## src/rtl/muldiv_seq.sv

```systemverilog
// muldiv_seq: iterative RV32M multiply/divide unit for the EX stage.
// It handles one bit per cycle, using shift-add multiply and restoring divide.
// Every operation takes DATA_WIDTH+2 cycles after the latch cycle, including
// divide by zero.
//
// Ports
//   CPU_CLK    clock, rising edge
//   CPU_RST    synchronous active-low reset
//   StartE     M-extension instruction valid in EX
//   Fn3E       funct3 op select (MUL..REMU)
//   Op1E/Op2E  rs1/rs2 after forwarding
//   FlushE     abort any operation, return to IDLE
//   StallMdE   hold IF/ID/EX while busy (combinational)
//   DoneE      one-cycle pulse, MdResultE valid
//   MdResultE  registered result
module muldiv_seq #(
  parameter int DATA_WIDTH = 32
) (
  input  logic                  CPU_CLK,
  input  logic                  CPU_RST,
  input  logic                  StartE,
  input  logic [2:0]            Fn3E,
  input  logic [DATA_WIDTH-1:0] Op1E,
  input  logic [DATA_WIDTH-1:0] Op2E,
  input  logic                  FlushE,
  output logic                  StallMdE,
  output logic                  DoneE,
  output logic [DATA_WIDTH-1:0] MdResultE
);
  localparam int W  = DATA_WIDTH;
  localparam int CW = $clog2(W + 1);

  localparam logic [2:0] F_MUL    = 3'b000;
  localparam logic [2:0] F_MULH   = 3'b001;
  localparam logic [2:0] F_MULHSU = 3'b010;
  localparam logic [2:0] F_DIV    = 3'b100;
  localparam logic [2:0] F_REM    = 3'b110;

  typedef enum logic [1:0] {IDLE, CALC, SIGN, DONE} state_t;

  state_t          state, state_nxt;
  logic            start;
  logic [2:0]      fn3;
  logic [CW-1:0]   cnt;
  logic [2*W-1:0]  acc;   // mul: {hi, multiplier}; div: {rem, quot}
  logic [W-1:0]    opd;   // multiplicand or divisor magnitude
  logic            neg;

  function automatic logic [W-1:0] neg_w(input logic [W-1:0] v, input logic en);
    return en ? (~v + 1'b1) : v;
  endfunction

  function automatic logic [2*W-1:0] neg_2w(input logic [2*W-1:0] v, input logic en);
    return en ? (~v + 1'b1) : v;
  endfunction

  // Operand decode at latch time
  logic         sgn1, sgn2, s1, s2, is_div, dz, neg_lat;
  logic [W-1:0] mag1, mag2;

  always_comb begin
    sgn1    = (Fn3E == F_MULH) || (Fn3E == F_MULHSU) || (Fn3E == F_DIV) || (Fn3E == F_REM);
    sgn2    = (Fn3E == F_MULH) || (Fn3E == F_DIV) || (Fn3E == F_REM);
    s1      = sgn1 & Op1E[W-1];
    s2      = sgn2 & Op2E[W-1];
    is_div  = Fn3E[2];
    dz      = (Op2E == '0);
    // Remainder takes the dividend's sign; product/quotient take the xor.
    neg_lat = (is_div && dz) ? 1'b0 : ((Fn3E[2] & Fn3E[1]) ? s1 : (s1 ^ s2));
    // With a zero divisor the raw dividend shifts straight through into the
    // remainder while every quotient bit sets, giving all-ones / Op1.
    mag1    = (is_div && dz) ? Op1E : neg_w(Op1E, s1);
    mag2    = neg_w(Op2E, s2);
  end

  // One iteration of each datapath, plus sign fix and result select
  logic [W:0]     mul_sum, rem_sh;
  logic           ge;
  logic [W-1:0]   rem_nx;
  logic [2*W-1:0] acc_mul, acc_div, prod_fix;
  logic [W-1:0]   quot_fix, rem_fix, res_sel;

  always_comb begin
    mul_sum  = {1'b0, acc[2*W-1:W]} + (acc[0] ? {1'b0, opd} : '0);
    acc_mul  = {mul_sum, acc[W-1:1]};
    rem_sh   = {acc[2*W-1:W], acc[W-1]};
    ge       = (rem_sh >= {1'b0, opd});
    rem_nx   = ge ? W'(rem_sh - {1'b0, opd}) : rem_sh[W-1:0];
    acc_div  = {rem_nx, acc[W-2:0], ge};
    prod_fix = neg_2w(acc, neg);
    quot_fix = neg_w(acc[W-1:0], neg);
    rem_fix  = neg_w(acc[2*W-1:W], neg);
    case (fn3)
      F_MUL:          res_sel = prod_fix[W-1:0];
      3'b001, 3'b010,
      3'b011:         res_sel = prod_fix[2*W-1:W];
      3'b100, 3'b101: res_sel = quot_fix;
      default:        res_sel = rem_fix;
    endcase
  end

  // Control: next state and handshake outputs
  always_comb begin
    state_nxt = state;
    StallMdE  = 1'b0;
    DoneE     = 1'b0;
    start     = 1'b0;
    case (state)
      IDLE: if (StartE) begin
        StallMdE  = 1'b1;
        start     = 1'b1;
        state_nxt = CALC;
      end
      CALC: begin
        StallMdE = 1'b1;
        if (cnt == CW'(1)) state_nxt = SIGN;
      end
      SIGN: begin
        StallMdE  = 1'b1;
        state_nxt = DONE;
      end
      DONE: begin
        DoneE     = 1'b1;
        state_nxt = IDLE;
      end
      default: state_nxt = IDLE;
    endcase
    if (FlushE || !CPU_RST) begin
      state_nxt = IDLE;
      StallMdE  = 1'b0;
      DoneE     = 1'b0;
      start     = 1'b0;
    end
  end

  always_ff @(posedge CPU_CLK) begin
    if (!CPU_RST) begin
      state     <= IDLE;
      fn3       <= '0;
      cnt       <= '0;
      acc       <= '0;
      opd       <= '0;
      neg       <= 1'b0;
      MdResultE <= '0;
    end else begin
      state <= state_nxt;
      if (start) begin
        fn3 <= Fn3E;
        cnt <= CW'(W);
        neg <= neg_lat;
        acc <= {{W{1'b0}}, (is_div ? mag1 : mag2)};
        opd <= is_div ? mag2 : mag1;
      end else if (state == CALC) begin
        cnt <= cnt - CW'(1);
        acc <= fn3[2] ? acc_div : acc_mul;
      end
      if (state == SIGN && !FlushE) MdResultE <= res_sel;
    end
  end
endmodule

```

## config.mk

```make
export PLATFORM = sky130hd
export DESIGN_NAME = muldiv_seq
export DESIGN_NICKNAME = d
export VERILOG_FILES = /design/src/rtl/muldiv_seq.sv
export SDC_FILE = /design/constraint.sdc
export NUM_CORES = 1
export LEC_CHECK = 0
export CAP_MARGIN = 20
export CORE_MARGIN = 4
export CORE_UTILIZATION = 60
export CTS_BUF_LIST = sky130_fd_sc_hd__clkbuf_8
export CTS_CLUSTER_DIAMETER = 120
export DETAILED_ROUTE_END_ITERATION = 16
export PLACE_DENSITY_LB_ADDON = 0.05
export SYNTH_ARGS = -nofsm -noshare
export SYNTH_HDL_FRONTEND = slang
export SYNTH_SLANG_ARGS = --single-unit
```

## constraint.sdc

```tcl
create_clock -name CPU_CLK -period 5 [get_ports CPU_CLK]
set_clock_uncertainty 0.1 [all_clocks]
set_input_delay 1.25 -clock CPU_CLK [delete_from_list [all_inputs] [get_ports CPU_CLK]]
set_output_delay 1.25 -clock CPU_CLK [all_outputs]
set_load 0.05 [all_outputs]
```

==> metrics.log, run 1 <==
INFO  metric via_count_of_the_first_global_routing_pass = 13400
INFO  metric critPathMostFrequentCell = sky130_fd_sc_hd__a21oi_1
INFO  metric status = finished clean
INFO  metric ctsHoldBuffers = 0
INFO  metric finalSetupViolations = 0
INFO  metric cts_bufs_inserted = 17
INFO  metric leakagePower = 5.77 nW
INFO  metric netlist_instances = 1810
INFO  metric vias_per_cell = 6.73
INFO  metric post-route-cell-area = 0.0148 mm^2
INFO  metric hold_viol = 0
INFO  metric count_of_different_cell_masters_after_synthesis = ~80
INFO  metric post-place-cells = 2113
INFO  metric clk_root_buffer_cell = sky130_fd_sc_hd__clkbuf_8
INFO  metric cts.clk_slew.worst_paths = approximately 0.11 ns
INFO  metric die_x_extent = 157 um
INFO  metric max-cap-violations = 0
INFO  metric max_slew.worst_pin.slew = 1.08 ns
INFO  metric synthesis.yosys.warnings = 0
INFO  metric final_hold_slack = 0.367 ns
INFO  metric mappedNetlistNets = roughly 2000
INFO  metric clock_sinks = 140
INFO  metric mappedNetlistArea = 0.0132 mm^2
INFO  metric timing.setup.critical_path_class = flip-flop to flip-flop
INFO  metric placement.cell_area = approximately 0.014 mm^2
INFO  metric synthesis.area_per_instance = 7.31 um^2
INFO  metric initial_core_util = 60.8%
INFO  metric postSynth.asyncResetShare = 0%
INFO  metric synthTopCellsByArea = sky130_fd_sc_hd__dfxtp_1, sky130_fd_sc_hd__ha_1, sky130_fd_sc_hd__xnor2_1, sky130_fd_sc_hd__o21ai_0, sky130_fd_sc_hd__a21oi_1
INFO  metric first_pass_iters = 6
INFO  metric setup_slack = 0.732 ns
INFO  metric layout-drive-gt1-share = 5.95%
INFO  metric fmax = 234 MHz
INFO  metric worstSkewPairLatency = 0.48 ns
INFO  metric crit_path_top_delay_cell = sky130_fd_sc_hd__a211oi_1
INFO  metric post-route-period-util = 85.4%
INFO  metric routed_wirelength = around 48000 um
INFO  metric cts_setup_buffers = 0
INFO  metric critical_path.startpoint_type = flip-flop
INFO  metric core_region_area = 0.0218 mm^2
INFO  metric clock_tree_from_tritoncts = done
INFO  metric std_cell_rows = 54
INFO  metric grt_setup_unrepaired = no
INFO  metric slowest_delay = 0.54 ns
INFO  metric grt_start_max_net_pins = 70
INFO  metric final.setup.tns = 0 ns
INFO  metric critical_path.endpoint_type = flip-flop
INFO  metric edff_count_synth = 0
INFO  metric fin_crit = 4.27 ns
INFO  metric final_nets = 2001
INFO  metric die_area = roughly 0.024 mm^2
INFO  metric place.gp.congestion = roughly 1.0
INFO  metric chipHeight = 157 um
INFO  metric antenna_found_initial = 2
INFO  metric cts-resized-gates = 0
INFO  metric synthDominantAreaCellType = sky130_fd_sc_hd__dfxtp_1
INFO  metric path_cells = inv_1 > ha_1 > fa_1 > nand2b_1 > a21oi_1 > o41ai_1 > a211oi_1 > a21oi_1 > o21ai_0 > a21oi_1 > o211a_1 > nor3_1 > a211oi_1
INFO  metric worstPathRequired = 5.23 ns
INFO  metric synth_largest_type_area_fraction = 21.2%
INFO  metric pin_count = 105
INFO  metric postSynth.topFlopCell = sky130_fd_sc_hd__dfxtp_1
INFO  metric synth_seq_cells = 140
INFO  metric grt_pass1_wl = 73800 um
INFO  metric timing.slew.headroom = between 20% and 30%
INFO  metric grt_util_all_layers = 37.8%
INFO  metric h-tree-depth = 4
INFO  metric hold_path.class = flip-flop to flip-flop
INFO  metric dp_slack = 0.349 ns
INFO  metric finalNonFillerCells = 2147
INFO  metric clk_path_buf_depth = 2
INFO  metric route.detailed.wl_per_inst = 22.2 um
INFO  metric portBuffers = between 100 and 150
INFO  metric post-route-drc-count = 0
INFO  metric detail_route.iter0.violations = 1845
INFO  metric arrival = 4.50 ns
INFO  metric cp_max_fo = 4
INFO  metric synth_commonest_cells = sky130_fd_sc_hd__nand2_1, sky130_fd_sc_hd__nor2_1, sky130_fd_sc_hd__o21ai_0, sky130_fd_sc_hd__a21oi_1, sky130_fd_sc_hd__dfxtp_1
INFO  metric post-dp-hpwl = 36100 um
INFO  metric power.density = 250 mW/mm^2
INFO  metric synthMostInstantiatedCell = sky130_fd_sc_hd__nand2_1
INFO  metric global_route.overflow_total = 0
INFO  metric detail-route-antenna-nets = 0
INFO  metric timing.final.max_slew_violations = 0
INFO  metric num_vias = 14500
INFO  metric ir_drop = 0.166 mV
INFO  metric layout-area-overhead-vs-synth = 12.0%
INFO  metric yosysSeqAreaShare = 21.2%
==> critical path, delay by kind of cell, from the launching register on <==
kind / cells / cell delay [ns]
buf+inv: 1 / 0.17
compound gates: 8 / 2.20
simple gates: 2 / 0.55
fa+ha+maj: 2 / 0.67
flops: 1 / 0.43
==> flip-flops by register name, summed over array words and instances, names as in the netlist <==
name and count:
MdResultE 32, acc 64, cnt 6, fn3 3
neg 1, opd 32, state 2
==> cell families (layout without fill, tap and decap cells) <==
| group | Yosys count | after routing | synth area share, % |
|---|---|---|---|
| buffers and inverters | 182 | 237 | 5.59 |
| muxes | 50 | 50 | 3.85 |
| DFF | 140 | 140 | 21.2 |
| AOI/OAI and AO/OA | 599 | 599 | 29.5 |
| other | 0 | 2 | 0 |
| xor gates and xnor gates | 177 | 177 | 11.7 |
| and+or+nand+nor | 584 | 584 | 20.7 |
| adders and majority gates | 78 | 78 | 7.49 |
==> path summary, 6_finish.rpt <==
| kind | slack (ns) | cells past startpoint | from | end |
|---|---|---|---|---|
| max reg2reg | 0.73 | 13 | acc[31] | acc[60] |
| min reg2reg | 0.37 | 2 | MdResultE[17] | MdResultE[17] |
| min | 0.37 | 2 | MdResultE[17] | MdResultE[17] |
| max | 0.73 | 13 | acc[31] | acc[60] |
==> layout by cell type, fill, tap and decap left out, types with 10 or more instances in the layout <==
master                              n
sky130_fd_sc_hd__nor2b_1           13
sky130_fd_sc_hd__o41ai_1           10
sky130_fd_sc_hd__o22ai_1           26
sky130_fd_sc_hd__clkbuf_8          17
sky130_fd_sc_hd__a211oi_1          27
sky130_fd_sc_hd__or4_1             12
sky130_fd_sc_hd__a21oi_1          150
sky130_fd_sc_hd__a21o_1            39
sky130_fd_sc_hd__nor3_1            39
sky130_fd_sc_hd__nand2b_1          15
sky130_fd_sc_hd__o31ai_1           21
sky130_fd_sc_hd__xor2_1            84
sky130_fd_sc_hd__nand3_1           21
sky130_fd_sc_hd__o21ai_0          153
sky130_fd_sc_hd__ha_1              75
sky130_fd_sc_hd__o221ai_1          56
sky130_fd_sc_hd__xnor2_1           93
sky130_fd_sc_hd__buf_4             33
sky130_fd_sc_hd__mux2i_1           43
sky130_fd_sc_hd__o211ai_1          28
sky130_fd_sc_hd__nand2_1          201
sky130_fd_sc_hd__or3_1             18
sky130_fd_sc_hd__inv_1             67
sky130_fd_sc_hd__nor2_1           185
sky130_fd_sc_hd__a31oi_1           22
sky130_fd_sc_hd__clkdlybuf4s50_1  102
sky130_fd_sc_hd__nor4_1            19
sky130_fd_sc_hd__dfxtp_1          138
==> layer usage <==
| metal | GRT usage [%] | wire length [um] |
|---|---|---|
| met1 | 50.7 | 19500 |
| met2 | 59.1 | 20800 |
| met4 | 16.8 | 2380 |
| met3 | 7.27 | 4860 |
| met5 | 0 | 0 |
==> report_power, final <==
| part | leakage (nW) | switching [W] | internal, W |
|---|---|---|---|
| Combinational | 4.44 | 0.000881 | 0.000581 |
| Sequential | 1.14 | 0.000113 | 0.00118 |
| Clock | 0.197 | 0.000571 | 0.000372 |
==> metrics by stage <==
stage	utilization [%]	total power, W
floorplan	-	0.00232
global placement	66.3	0.00270
detailed placement	66.3	0.00272
CTS	68.1	0.00364
global route	68.1	0.00386
finish	68.1	0.00370
==> layout make-up <==
cell class,instances,area [um^2]
Clock buffer,17,234
Timing Repair Buffer,137,1310
Antenna cell,2,5.00
Sequential cell,140,2810
Multi-Input combinational cell,1488,9710
Tap cell,280,350
Fill cell,1912,6930
Inverter,68,255
Clock inverter,15,155
(Power assumes the default switching activity.)
==> run 2, diff against run 1 <==
--- a/config.mk
+++ b/config.mk
@@ -6,11 +6,13 @@
 export NUM_CORES = 1
 export LEC_CHECK = 0
 export CAP_MARGIN = 20
+export CORE_ASPECT_RATIO = 0.75
 export CORE_MARGIN = 4
 export CORE_UTILIZATION = 60
 export CTS_BUF_LIST = sky130_fd_sc_hd__clkbuf_8
 export CTS_CLUSTER_DIAMETER = 120
 export DETAILED_ROUTE_END_ITERATION = 16
+export GPL_ROUTABILITY_DRIVEN = 0
 export PLACE_DENSITY_LB_ADDON = 0.05
 export SYNTH_ARGS = -nofsm -noshare
 export SYNTH_HDL_FRONTEND = slang
==> metrics.log, run 2 (synthesized netlist as in run 1, its figures left out) <==
INFO  metric status = finished clean
INFO  metric path_delay_family = compound AO/OA/AOI/OAI gates
INFO  metric num_vias = 14500 (+0.35%)
INFO  metric timing.reg2reg.worst_path_depth = 13 (unchanged)
INFO  metric critical_path.endpoint_type = flip-flop
INFO  metric finalSetupViolations = 0 (unchanged)
INFO  metric leakagePower = 5.75 nW (-0.44%)
INFO  metric grt_start_max_net_pins = 70 (unchanged)
INFO  metric power.density = 250 mW/mm^2 (+0.24%)
INFO  metric cts.clk_slew.worst_paths = 0.08 ns (-0.03 ns)
INFO  metric grt_util_all_layers = 36.1% (-1.7 points)
INFO  metric critical_path_buffers_and_inverters = 1 (unchanged)
INFO  metric worstSkewPairLatency = 0.49 ns (about the same)
INFO  metric registers_with_the_highest_flip_flop_counts = acc: 64 flops, MdResultE: 32 flops, opd: 32 flops
INFO  metric cts-resized-gates = 0 (unchanged)
INFO  metric die_area = 0.0245 mm^2 (+0.10%)
INFO  metric chipHeight = 137 um (-13%)
INFO  metric first_pass_iters = 8 (+2)
INFO  metric route.detailed.wl_per_inst = 21.6 um (-2.7%)
INFO  metric flip_flop_count_of_the_largest_register_after_layout = 64 (unchanged)
INFO  metric cp_max_fo = 12 (+8)
INFO  metric critical_path.startpoint_type = flip-flop
INFO  metric fin_crit = 4.42 ns (+0.150 ns)
INFO  metric timing.slew.headroom = 42.6% (+15 points)
INFO  metric max-cap-violations = 0 (unchanged)
INFO  metric max_slew.worst_pin.slew = 0.853 ns (-0.226 ns)
INFO  metric core_region_area = 0.0214 mm^2 (-1.6%)
INFO  metric regMostFlops = acc
INFO  metric pin_count = 105 (unchanged)
INFO  metric cts_setup_buffers = 0 (unchanged)
INFO  metric routed_wirelength = 46300 um (-2.7%)
INFO  metric hold_viol = 0 (unchanged)
INFO  metric post-route-cell-area = 0.0148 mm^2 (-0.15%)
INFO  metric ir_drop = 0.161 mV (-2.7%)
INFO  metric post-route-drc-count = 0 (unchanged)
INFO  metric timing.final.max_slew_violations = 0 (unchanged)
INFO  metric arrival = 4.73 ns (+0.23 ns)
INFO  metric post-dp-hpwl = 35000 um (-2.9%)
INFO  metric post-route-period-util = 88.4% (+3.0 points)
INFO  metric cts_bufs_inserted = 17 (unchanged)
INFO  metric h-tree-depth = 4 (unchanged)
INFO  metric layout-drive-gt1-share = 5.70% (-0.25 points)
INFO  metric vias_per_cell = 6.76 (+0.35%)
INFO  metric crit_path_top_delay_cell = sky130_fd_sc_hd__a221oi_1
INFO  metric hold-path-cell-count = 2 (unchanged)
INFO  metric antenna-diode-count = 0 (-2)
INFO  metric worstPathRequired = 5.31 ns (+0.08 ns)
INFO  metric std_cell_rows = 46 (-15%)
INFO  metric clk_path_buf_depth = 2 (unchanged)
INFO  metric portBuffers = 104 (unchanged)
INFO  metric final.setup.tns = 0 ns (unchanged)
INFO  metric clock_sinks = 140 (unchanged)
INFO  metric detail-route-antenna-nets = 0 (unchanged)
INFO  metric detail_route.iter0.violations = 2295 (+24%)
INFO  metric fmax = 226 MHz (-3.4%)
INFO  metric antenna_found_initial = 1 (-1)
INFO  metric mostFrequentLayoutCell = sky130_fd_sc_hd__nand2_1
INFO  metric grt_pass1_wl = 71200 um (-3.6%)
INFO  metric global_route.overflow_total = 0 (unchanged)
INFO  metric via_count_of_the_first_global_routing_pass = 12800 (-3.9%)
INFO  metric clock_tree_from_tritoncts = done
INFO  metric final_nets = 1998 (-0.15%)
INFO  metric ctsHoldBuffers = 0 (unchanged)
INFO  metric timing.setup.critical_path_class = flip-flop to flip-flop
INFO  metric commonest_cells_after_routing_fill_and_taps_aside = sky130_fd_sc_hd__nand2_1, sky130_fd_sc_hd__nor2_1, sky130_fd_sc_hd__o21ai_0, sky130_fd_sc_hd__a21oi_1, sky130_fd_sc_hd__dfxtp_1
INFO  metric placement.cell_area = 0.0144 mm^2 (about the same)
INFO  metric initial_core_util = 61.8% (+0.98 points)
INFO  metric hold_path.class = flip-flop to flip-flop
INFO  metric layout-area-overhead-vs-synth = 11.9%
INFO  metric slowest_delay = 0.60 ns (+0.06 ns)
INFO  metric die_x_extent = 179 um (+15%)
INFO  metric path_cells = clkinv_1 > nor2_1 > ha_1 > a211oi_1 > o21ai_0 > a21oi_1 > o31ai_1 > a21oi_1 > o21ai_1 > a221oi_1 > o21bai_1 > xnor2_1 > a211oi_1
INFO  metric number_of_stages_on_the_worst_setup_path = 13 (unchanged)
INFO  metric clk_root_buffer_cell = sky130_fd_sc_hd__clkbuf_8
INFO  metric grt_setup_unrepaired = no
==> run 2: worst reg2reg max path: cells and delay by family (launching register included) <==
family / cells / cell delay (ns)
AO/OA/AOI/OAI: 9 / 2.83
flip-flops: 1 / 0.42
buffers and inverters: 1 / 0.34
adder cells (fa/ha/maj): 1 / 0.30
AND/OR/NAND/NOR: 1 / 0.19
XOR/XNOR: 1 / 0.15
==> run 2: metrics by stage <==
stage | power (W) | hold slack, ns | cells | worst slack [ns] | util (%)
after floorplan | 0.00232 | 0.333 | 1810 | 1.11 | -
after global placement | 0.00269 | 0.343 | 2117 | 0.398 | 67.4
after detailed placement | 0.00272 | 0.348 | 2117 | 0.277 | 67.4
after CTS | 0.00364 | 0.366 | 2146 | 0.723 | 69.1
after global routing | 0.00387 | 0.383 | 2147 | 0.378 | 69.1
final | 0.00370 | 0.363 | 2147 | 0.582 | 69.1
==> run 2: worst paths after layout <==
| kind | startpoint | endpoint | slack (ns) |
|---|---|---|---|
| min | MdResultE[3] | MdResultE[3] | 0.36 |
| max | acc[0] | acc[61] | 0.58 |
| min reg2reg | MdResultE[3] | MdResultE[3] | 0.36 |
| max reg2reg | acc[0] | acc[61] | 0.58 |
==> run 2: area by class of cell <==
type / count / area [um^2]
inverter: 68 / 255
tap: 288 / 360
sequential: 140 / 2810
timing repair buffer: 134 / 1300
multi-input combinational: 1488 / 9710
fill: 1878 / 6610
clock inverter: 11 / 124
clock buffer: 18 / 248
==> run 2: routing by layer <==
metal / track usage [%] / up-vias / part of all wire (%)
met1: 51.4 / 6718 / 43
met5: 0 / - / 0.028
met3: 10.0 / 158 / 13
met4: 13.3 / 2 / 3.7
li1: - / 6690 / -
met2: 52.1 / 939 / 40
==> run 2: report_power, final <==
part / total [W] / internal (W) / leakage (nW) / switching, W
combinational: 0.00146 / 0.000588 / 4.43 / 0.000869
sequential: 0.00130 / 0.00118 / 1.14 / 0.000123
clock: 0.000942 / 0.000446 / 0.182 / 0.000496
